===== src/rtl/pipeline_rr_arbiter_if.sv =====
// pipeline_rr_arbiter_if: upstream request bundle plus the single downstream
// valid/ready channel of pipeline_rr_arbiter.
//   master: drives in_data/in_valid/out_ready, observes in_ready/out_*/grant
//   slave : the arbiter side of the same signals
interface pipeline_rr_arbiter_if #(
  parameter int unsigned N_REQ  = 4,
  parameter int unsigned DATA_W = 8,
  parameter int unsigned ID_W   = $clog2(N_REQ)
);
  logic [N_REQ*DATA_W-1:0] in_data;
  logic [N_REQ-1:0]        in_valid;
  logic [N_REQ-1:0]        in_ready;
  logic [DATA_W-1:0]       out_data;
  logic [ID_W-1:0]         out_id;
  logic                    out_valid;
  logic                    out_ready;
  logic [N_REQ-1:0]        grant;

  modport master (
    output in_data, in_valid, out_ready,
    input  in_ready, out_data, out_id, out_valid, grant
  );

  modport slave (
    input  in_data, in_valid, out_ready,
    output in_ready, out_data, out_id, out_valid, grant
  );
endinterface


===== src/rtl/pipeline_rr_arbiter.sv =====
// pipeline_rr_arbiter: N_REQ-to-1 round-robin arbiter feeding one registered
// valid/ready slot; one-cycle latency, full throughput, beats tagged with id.
// Ports:
//   clk       rising-edge clock
//   rst       synchronous active-high reset
//   bus       pipeline_rr_arbiter_if.slave:
//               in_data/in_valid/in_ready  per-requester upstream channels
//               out_data/out_id/out_valid  registered output beat
//               out_ready                  downstream accept
//               grant                      one-hot combinational grant
// Optional: define ARB_BURST_EN to keep the grant on one requester for up to
// MAX_BURST consecutive beats.
module pipeline_rr_arbiter #(
  parameter int unsigned N_REQ     = 4,
  parameter int unsigned DATA_W    = 8,
  parameter int unsigned ID_W      = $clog2(N_REQ),
  parameter int unsigned MAX_BURST = 4
) (
  input logic                  clk,
  input logic                  rst,
  pipeline_rr_arbiter_if.slave bus
);

  localparam int unsigned SUM_W = ID_W + 1;
  localparam int unsigned CNT_W = 8;

  // Elaboration-time parameter sanity checks.
  if (N_REQ < 2 || N_REQ > 16) begin : g_bad_nreq
    $error("pipeline_rr_arbiter: N_REQ out of range");
  end
  if (MAX_BURST < 1 || MAX_BURST > 255) begin : g_bad_burst
    $error("pipeline_rr_arbiter: MAX_BURST out of range");
  end

  logic [ID_W-1:0]   ptr;
  logic [ID_W-1:0]   g;
  logic [ID_W-1:0]   g_inc;
  logic [SUM_W-1:0]  sum;
  logic              found;
  logic              slot_free;
  logic              accept;
  logic [N_REQ-1:0]  grant;
  logic [N_REQ-1:0]  in_ready;
  logic [DATA_W-1:0] data_arr [N_REQ];

  logic [DATA_W-1:0] out_data_q;
  logic [ID_W-1:0]   out_id_q;
  logic              out_valid_q;

  // Rotating priority search: first valid requester starting at ptr.
  always_comb begin
    found = 1'b0;
    g     = '0;
    sum   = '0;
    for (int k = 0; k < int'(N_REQ); k++) begin
      sum = {1'b0, ptr} + SUM_W'(k);
      if (sum >= SUM_W'(N_REQ)) sum = sum - SUM_W'(N_REQ);
      if (!found && bus.in_valid[ID_W'(sum)]) begin
        found = 1'b1;
        g     = ID_W'(sum);
      end
    end
  end

  // Grant is suppressed during reset so nothing is accepted then.
  always_comb begin
    grant = '0;
    if (found && !rst) grant[g] = 1'b1;
  end

  // Unpack the flat data bus per requester.
  always_comb begin
    for (int i = 0; i < int'(N_REQ); i++) begin
      data_arr[i] = bus.in_data[i*DATA_W +: DATA_W];
    end
  end

  assign slot_free = !out_valid_q || bus.out_ready;
  assign in_ready  = grant & {N_REQ{slot_free}};
  assign accept    = |(bus.in_valid & in_ready);
  assign g_inc     = (g == ID_W'(N_REQ - 1)) ? '0 : g + ID_W'(1);

  // Output slot: load on accept, otherwise empty when drained.
  always_ff @(posedge clk) begin
    if (rst) begin
      out_valid_q <= 1'b0;
      out_data_q  <= '0;
      out_id_q    <= '0;
    end else if (accept) begin
      out_valid_q <= 1'b1;
      out_data_q  <= data_arr[g];
      out_id_q    <= g;
    end else if (bus.out_ready) begin
      out_valid_q <= 1'b0;
    end
  end

`ifdef ARB_BURST_EN
  logic [CNT_W-1:0] burst_cnt;
  logic [CNT_W-1:0] cnt_base;
  logic [CNT_W:0]   cnt_inc;
  logic             burst_more;

  // Burst count only continues when the current owner is granted again.
  always_comb begin
    cnt_base   = (g == ptr) ? burst_cnt : '0;
    cnt_inc    = {1'b0, cnt_base} + (CNT_W+1)'(1);
    burst_more = cnt_inc < (CNT_W+1)'(MAX_BURST);
  end

  // Pointer stays on the owner until its burst allowance is used up.
  always_ff @(posedge clk) begin
    if (rst) begin
      ptr       <= '0;
      burst_cnt <= '0;
    end else if (accept) begin
      if (burst_more) begin
        ptr       <= g;
        burst_cnt <= cnt_inc[CNT_W-1:0];
      end else begin
        ptr       <= g_inc;
        burst_cnt <= '0;
      end
    end
  end
`else
  // Pointer moves past the winner after every accepted beat.
  always_ff @(posedge clk) begin
    if (rst) begin
      ptr <= '0;
    end else if (accept) begin
      ptr <= g_inc;
    end
  end
`endif

  assign bus.grant     = grant;
  assign bus.in_ready  = in_ready;
  assign bus.out_data  = out_data_q;
  assign bus.out_id    = out_id_q;
  assign bus.out_valid = out_valid_q;

endmodule


===== src/flat_wrapper.sv =====
// flat-port wrapper written by rule: the top's interface ports become plain ports
module pipeline_rr_arbiter_flat 
#(
  parameter int unsigned N_REQ     = 4,
  parameter int unsigned DATA_W    = 8,
  parameter int unsigned ID_W      = $clog2(N_REQ),
  parameter int unsigned MAX_BURST = 4
)
  (clk, rst, bus_in_data, bus_in_valid, bus_out_ready, bus_in_ready, bus_out_data, bus_out_id, bus_out_valid, bus_grant);
  pipeline_rr_arbiter_if #(.N_REQ(N_REQ), .DATA_W(DATA_W), .ID_W(ID_W)) bus_i ();
  input logic clk;
  input logic rst;
  input wire logic [$bits(bus_i.in_data)-1:0] bus_in_data;
  input wire logic [$bits(bus_i.in_valid)-1:0] bus_in_valid;
  input wire logic [$bits(bus_i.out_ready)-1:0] bus_out_ready;
  output wire logic [$bits(bus_i.in_ready)-1:0] bus_in_ready;
  output wire logic [$bits(bus_i.out_data)-1:0] bus_out_data;
  output wire logic [$bits(bus_i.out_id)-1:0] bus_out_id;
  output wire logic [$bits(bus_i.out_valid)-1:0] bus_out_valid;
  output wire logic [$bits(bus_i.grant)-1:0] bus_grant;
  assign bus_i.in_data = bus_in_data;
  assign bus_i.in_valid = bus_in_valid;
  assign bus_i.out_ready = bus_out_ready;
  assign bus_in_ready = bus_i.in_ready;
  assign bus_out_data = bus_i.out_data;
  assign bus_out_id = bus_i.out_id;
  assign bus_out_valid = bus_i.out_valid;
  assign bus_grant = bus_i.grant;
  pipeline_rr_arbiter #(.N_REQ(N_REQ), .DATA_W(DATA_W), .ID_W(ID_W), .MAX_BURST(MAX_BURST)) u_core (.clk(clk), .rst(rst), .bus(bus_i));
endmodule

===== config.mk =====
export PLATFORM = sky130hd
export DESIGN_NAME = pipeline_rr_arbiter_flat
export DESIGN_NICKNAME = d
export VERILOG_FILES = /design/src/rtl/pipeline_rr_arbiter_if.sv /design/src/rtl/pipeline_rr_arbiter.sv /design/src/flat_wrapper.sv
export SDC_FILE = /design/constraint.sdc
export NUM_CORES = 1
export LEC_CHECK = 0
export CAP_MARGIN = 15
export CORE_ASPECT_RATIO = 0.6
export CORE_MARGIN = 2
export CORE_UTILIZATION = 41
export DETAILED_ROUTE_END_ITERATION = 16
export PLACE_DENSITY = 0.9
export SETUP_SLACK_MARGIN = 0.2
export SLEW_MARGIN = 20
export SYNTH_ARGS = -nofsm -noshare
export SYNTH_HDL_FRONTEND = slang
export SYNTH_SLANG_ARGS = --single-unit

===== constraint.sdc =====
create_clock -name clk -period 5.78 [get_ports clk]
set_input_delay 0.867 -clock clk [delete_from_list [all_inputs] [get_ports clk]]
set_output_delay 0.867 -clock clk [all_outputs]
set_load 0.01 [all_outputs]

==> impl_metrics.env <==
export IMPL_synth_fp_nets=143
export IMPL_path_max_fanout=7
export IMPL_cell_internal_pwr_w=0.000270
export IMPL_io_buffers=57
export IMPL_end_kind="output pin"
export IMPL_placed_cells=183
export IMPL_synthesized_netlist_cell_count=102
export IMPL_transition_time_at_the_pin_with_the_least_slew_margin_ps=1010
export IMPL_num_vias=977
export IMPL_std_cell_rows=13
export IMPL_drv_cap=0
export IMPL_comb_power_share=0.495
export IMPL_clock_tree_buffer_depth=2
export IMPL_power_frac_clock=0.208
export IMPL_die_h_um=42.5
export IMPL_slowest_stage="sky130_fd_sc_hd__a221oi_2"
export IMPL_floorplan_core_area_sq_mm=0.00224
export IMPL_drive_above_1_share=0.185
export IMPL_grt_first_pass_wirelength_um=4310
export IMPL_maximum_vdd_ir_drop_mv=0.141
export IMPL_drc=0
export IMPL_max_stage_delay_ps=620
export IMPL_drt_wl_total_um=2650
export IMPL_first_global_vias=968
export IMPL_seq_area_frac_synth=0.257
export IMPL_die_area_sq_mm=0.00290
export IMPL_final_setup_worst_slack_ps=1480
export IMPL_clkLatencyLatePin_ps=240
export IMPL_status="complete, no violations"
export IMPL_final_hold_viol_count=0
export IMPL_power_static_leakage_nw=0.642
export IMPL_synth_top_cells_by_area="sky130_fd_sc_hd__dfxtp_1, sky130_fd_sc_hd__mux2i_1, sky130_fd_sc_hd__mux2_4"
export IMPL_setup_repair_after_global_routing_missed_its_margin="false"
export IMPL_drt_initial_drc_count=41
export IMPL_global_route_usage_total=0.197
export IMPL_synthDominantCellAreaShare=0.257
export IMPL_globalRouteMet2Util=0.332
export IMPL_final_min_period_over_clock_period=0.745
export IMPL_yosys_most_used_dff="sky130_fd_sc_hd__dfxtp_1"
export IMPL_grt_util_met1=0.242
export IMPL_cts_resized=0
export IMPL_ant_nets=0
export IMPL_cts_htree_levels=1
export IMPL_post_place_ws_ps=1410
export IMPL_routabilityCongestion=0.816
export IMPL_overflow=0
export IMPL_synthArstFlopShare=0
export IMPL_hpwlAfterDp_um=2160
export IMPL_pwr_share_seq=0.297
export IMPL_final_util=0.720
export IMPL_avgSynthCellArea_sq_um=9.92
export IMPL_cts_hold_buf=0
export IMPL_worstSetupStartpointType="input pin"
export IMPL_netSwitchingPower_w=0.000130
export IMPL_global_route_peak_usage_layer="met2"
export IMPL_fin_worst_skew_ps=2.48
export IMPL_cts_inserted_buffers=3
export IMPL_use_met3=0.0591
export IMPL_timing_slew_headroom=0.324
export IMPL_arrival_ps=3440
export IMPL_syn_area_sq_mm=0.00101
export IMPL_path_clk_slew_ps=60
export IMPL_cts_root_buffer="sky130_fd_sc_hd__clkbuf_8"
export IMPL_power_switching_fraction=0.325
export IMPL_final_setup_tns_ps=0
export IMPL_vias_per_cell=5.22
export IMPL_synth_cell_type_count=32
export IMPL_max_freq_mhz=232
export IMPL_nets=199
export IMPL_holdCritPathClass="reg2reg"
export IMPL_timing_critical_path_required_ps=4910
export IMPL_post_synth_top_area_cell="sky130_fd_sc_hd__dfxtp_1"
export IMPL_dieWidth_um=68.1
export IMPL_critical_path_cell_chain="clkdlybuf4s50_1 -> inv_2 -> o2bb2ai_1 -> a221oi_2 -> buf_4 -> inv_2 -> ha_1 -> and2_1 -> clkdlybuf4s50_1"
export IMPL_ys_warnings_count=0
export IMPL_postSynthRegisterBits=13
export IMPL_period_minus_slack_ps=4300
export IMPL_areaGrowthSynthToFinish_pct=59.7
export IMPL_cts_sinks=13
export IMPL_cts_tree="yes"
export IMPL_grt_max_degree=22
export IMPL_antenna_violations_before_repair=0
export IMPL_detailedRoute_firstPassIterationCount=4
export IMPL_criticalPathCategory="in2out"
export IMPL_starting_density=0.451
export IMPL_average_wire_length_per_cell_after_detail_routing_um=14.2
export IMPL_power_density_cell_area_mw_per_mm2=247
export IMPL_post_synth_most_frequent_cells="sky130_fd_sc_hd__mux2i_1, sky130_fd_sc_hd__dfxtp_1, sky130_fd_sc_hd__nand3b_1, sky130_fd_sc_hd__o21ai_2, sky130_fd_sc_hd__mux2_4"
export IMPL_post_synth_top_count_cell="sky130_fd_sc_hd__mux2i_1"
export IMPL_synth_edf_count=0
export IMPL_layout_filler_cells=148
export IMPL_finalSetupViolations=0
export IMPL_post_cts_setup_bufs=0
export IMPL_final_max_slew_violation_count=0
export IMPL_antenna_diode_count=0
export IMPL_io_pins=58
export IMPL_finish_cell_count_without_fillers=187
[cells in the final DEF (no fill, tap or decap), drive strengths merged, types with 2 or more instances in the layout]
cell type / synthesis / routed
clkdlybuf4s50: 0 / 57
nor3: 2 / 2
mux2i: 19 / 19
a21oi: 4 / 4
ha: 2 / 2
nor4: 3 / 3
dfxtp: 13 / 13
nor2: 5 / 5
clkbuf: 2 / 4
inv: 5 / 5
and2: 5 / 5
mux2: 8 / 8
nand3b: 8 / 8
o21ai: 9 / 9
nand2b: 2 / 2
[metal layers]
metal  part of all wire  vias to the layer above
li1                   -                      483
met1               0.44                      451
met2               0.49                       41
met3              0.066                        2
met4             0.0045                        0
met5                  0                        -
[critical path: cells and delay by family]
| kind | cells | cell delay, ps |
|---|---|---|
| compound gates | 2 | 760 |
| buf+inv | 5 | 1440 |
| fa+ha+maj | 1 | 220 |
| simple gates | 1 | 150 |
[stage by stage]
| step | cell area (sq um) | power, W | hold WS [ps] |
|---|---|---|---|
| global placement | 1570 | 0.000312 | 475 |
| CTS | 1620 | 0.000401 | 488 |
| floorplan | 1010 | 0.000242 | 510 |
| global route | 1620 | 0.000423 | 511 |
| finish | 1620 | 0.000399 | 487 |
| detailed placement | 1570 | 0.000317 | 478 |
[logic make-up after synthesis]
group,Yosys count,share of synthesized area
flip-flops,13,0.257
AND/OR/NAND/NOR,28,0.180
buffers and inverters,13,0.0828
adder cells (fa/ha/maj),2,0.0247
multiplexers,27,0.299
AO/OA/AOI/OAI,19,0.156
[worst paths after layout]
path | start | to | slack (ps) | cells past startpoint
worst max-delay path | bus_in_valid[3] | bus_grant[2] | 1480 | 9
worst min-delay path | u_core.bus.out_data[5]$_SDFFE_PP0P_ | u_core.bus.out_data[5]$_SDFFE_PP0P_ | 490 | 2
worst max register to register | u_core.ptr[0]$_SDFFE_PP0P_ | u_core.bus.out_id[0]$_SDFFE_PP0P_ | 2420 | 10
worst min register to register | u_core.bus.out_data[5]$_SDFFE_PP0P_ | u_core.bus.out_data[5]$_SDFFE_PP0P_ | 490 | 2
[registers in the layout, summed over array words and instances (netlist names)]
| register | flops |
|---|---|
| u_core.bus.out_data | 8 |
| u_core.ptr | 2 |
| u_core.bus.out_valid | 1 |
| u_core.bus.out_id | 2 |
[layout make-up]
class                      count  area [sq um]  area share
multi-input combinational     76           672       0.416
inverter                       6          23.8      0.0147
tap                           30          37.5      0.0232
sequential                    13           260       0.161
clock buffer                   4          45.0      0.0279
timing repair buffer          58           578       0.358
[power by group through the flow]
stage	Sequential (W)	Clock, W	Combinational, W
final	0.000119	0.0000829	0.000198
after global routing	0.000121	0.0000885	0.000213
after floorplan	0.000125	0	0.000117
after global placement	0.000119	0	0.000193
after CTS	0.000119	0.0000840	0.000198
after detailed placement	0.000120	0	0.000197
Power figures use the tool's default switching activity.
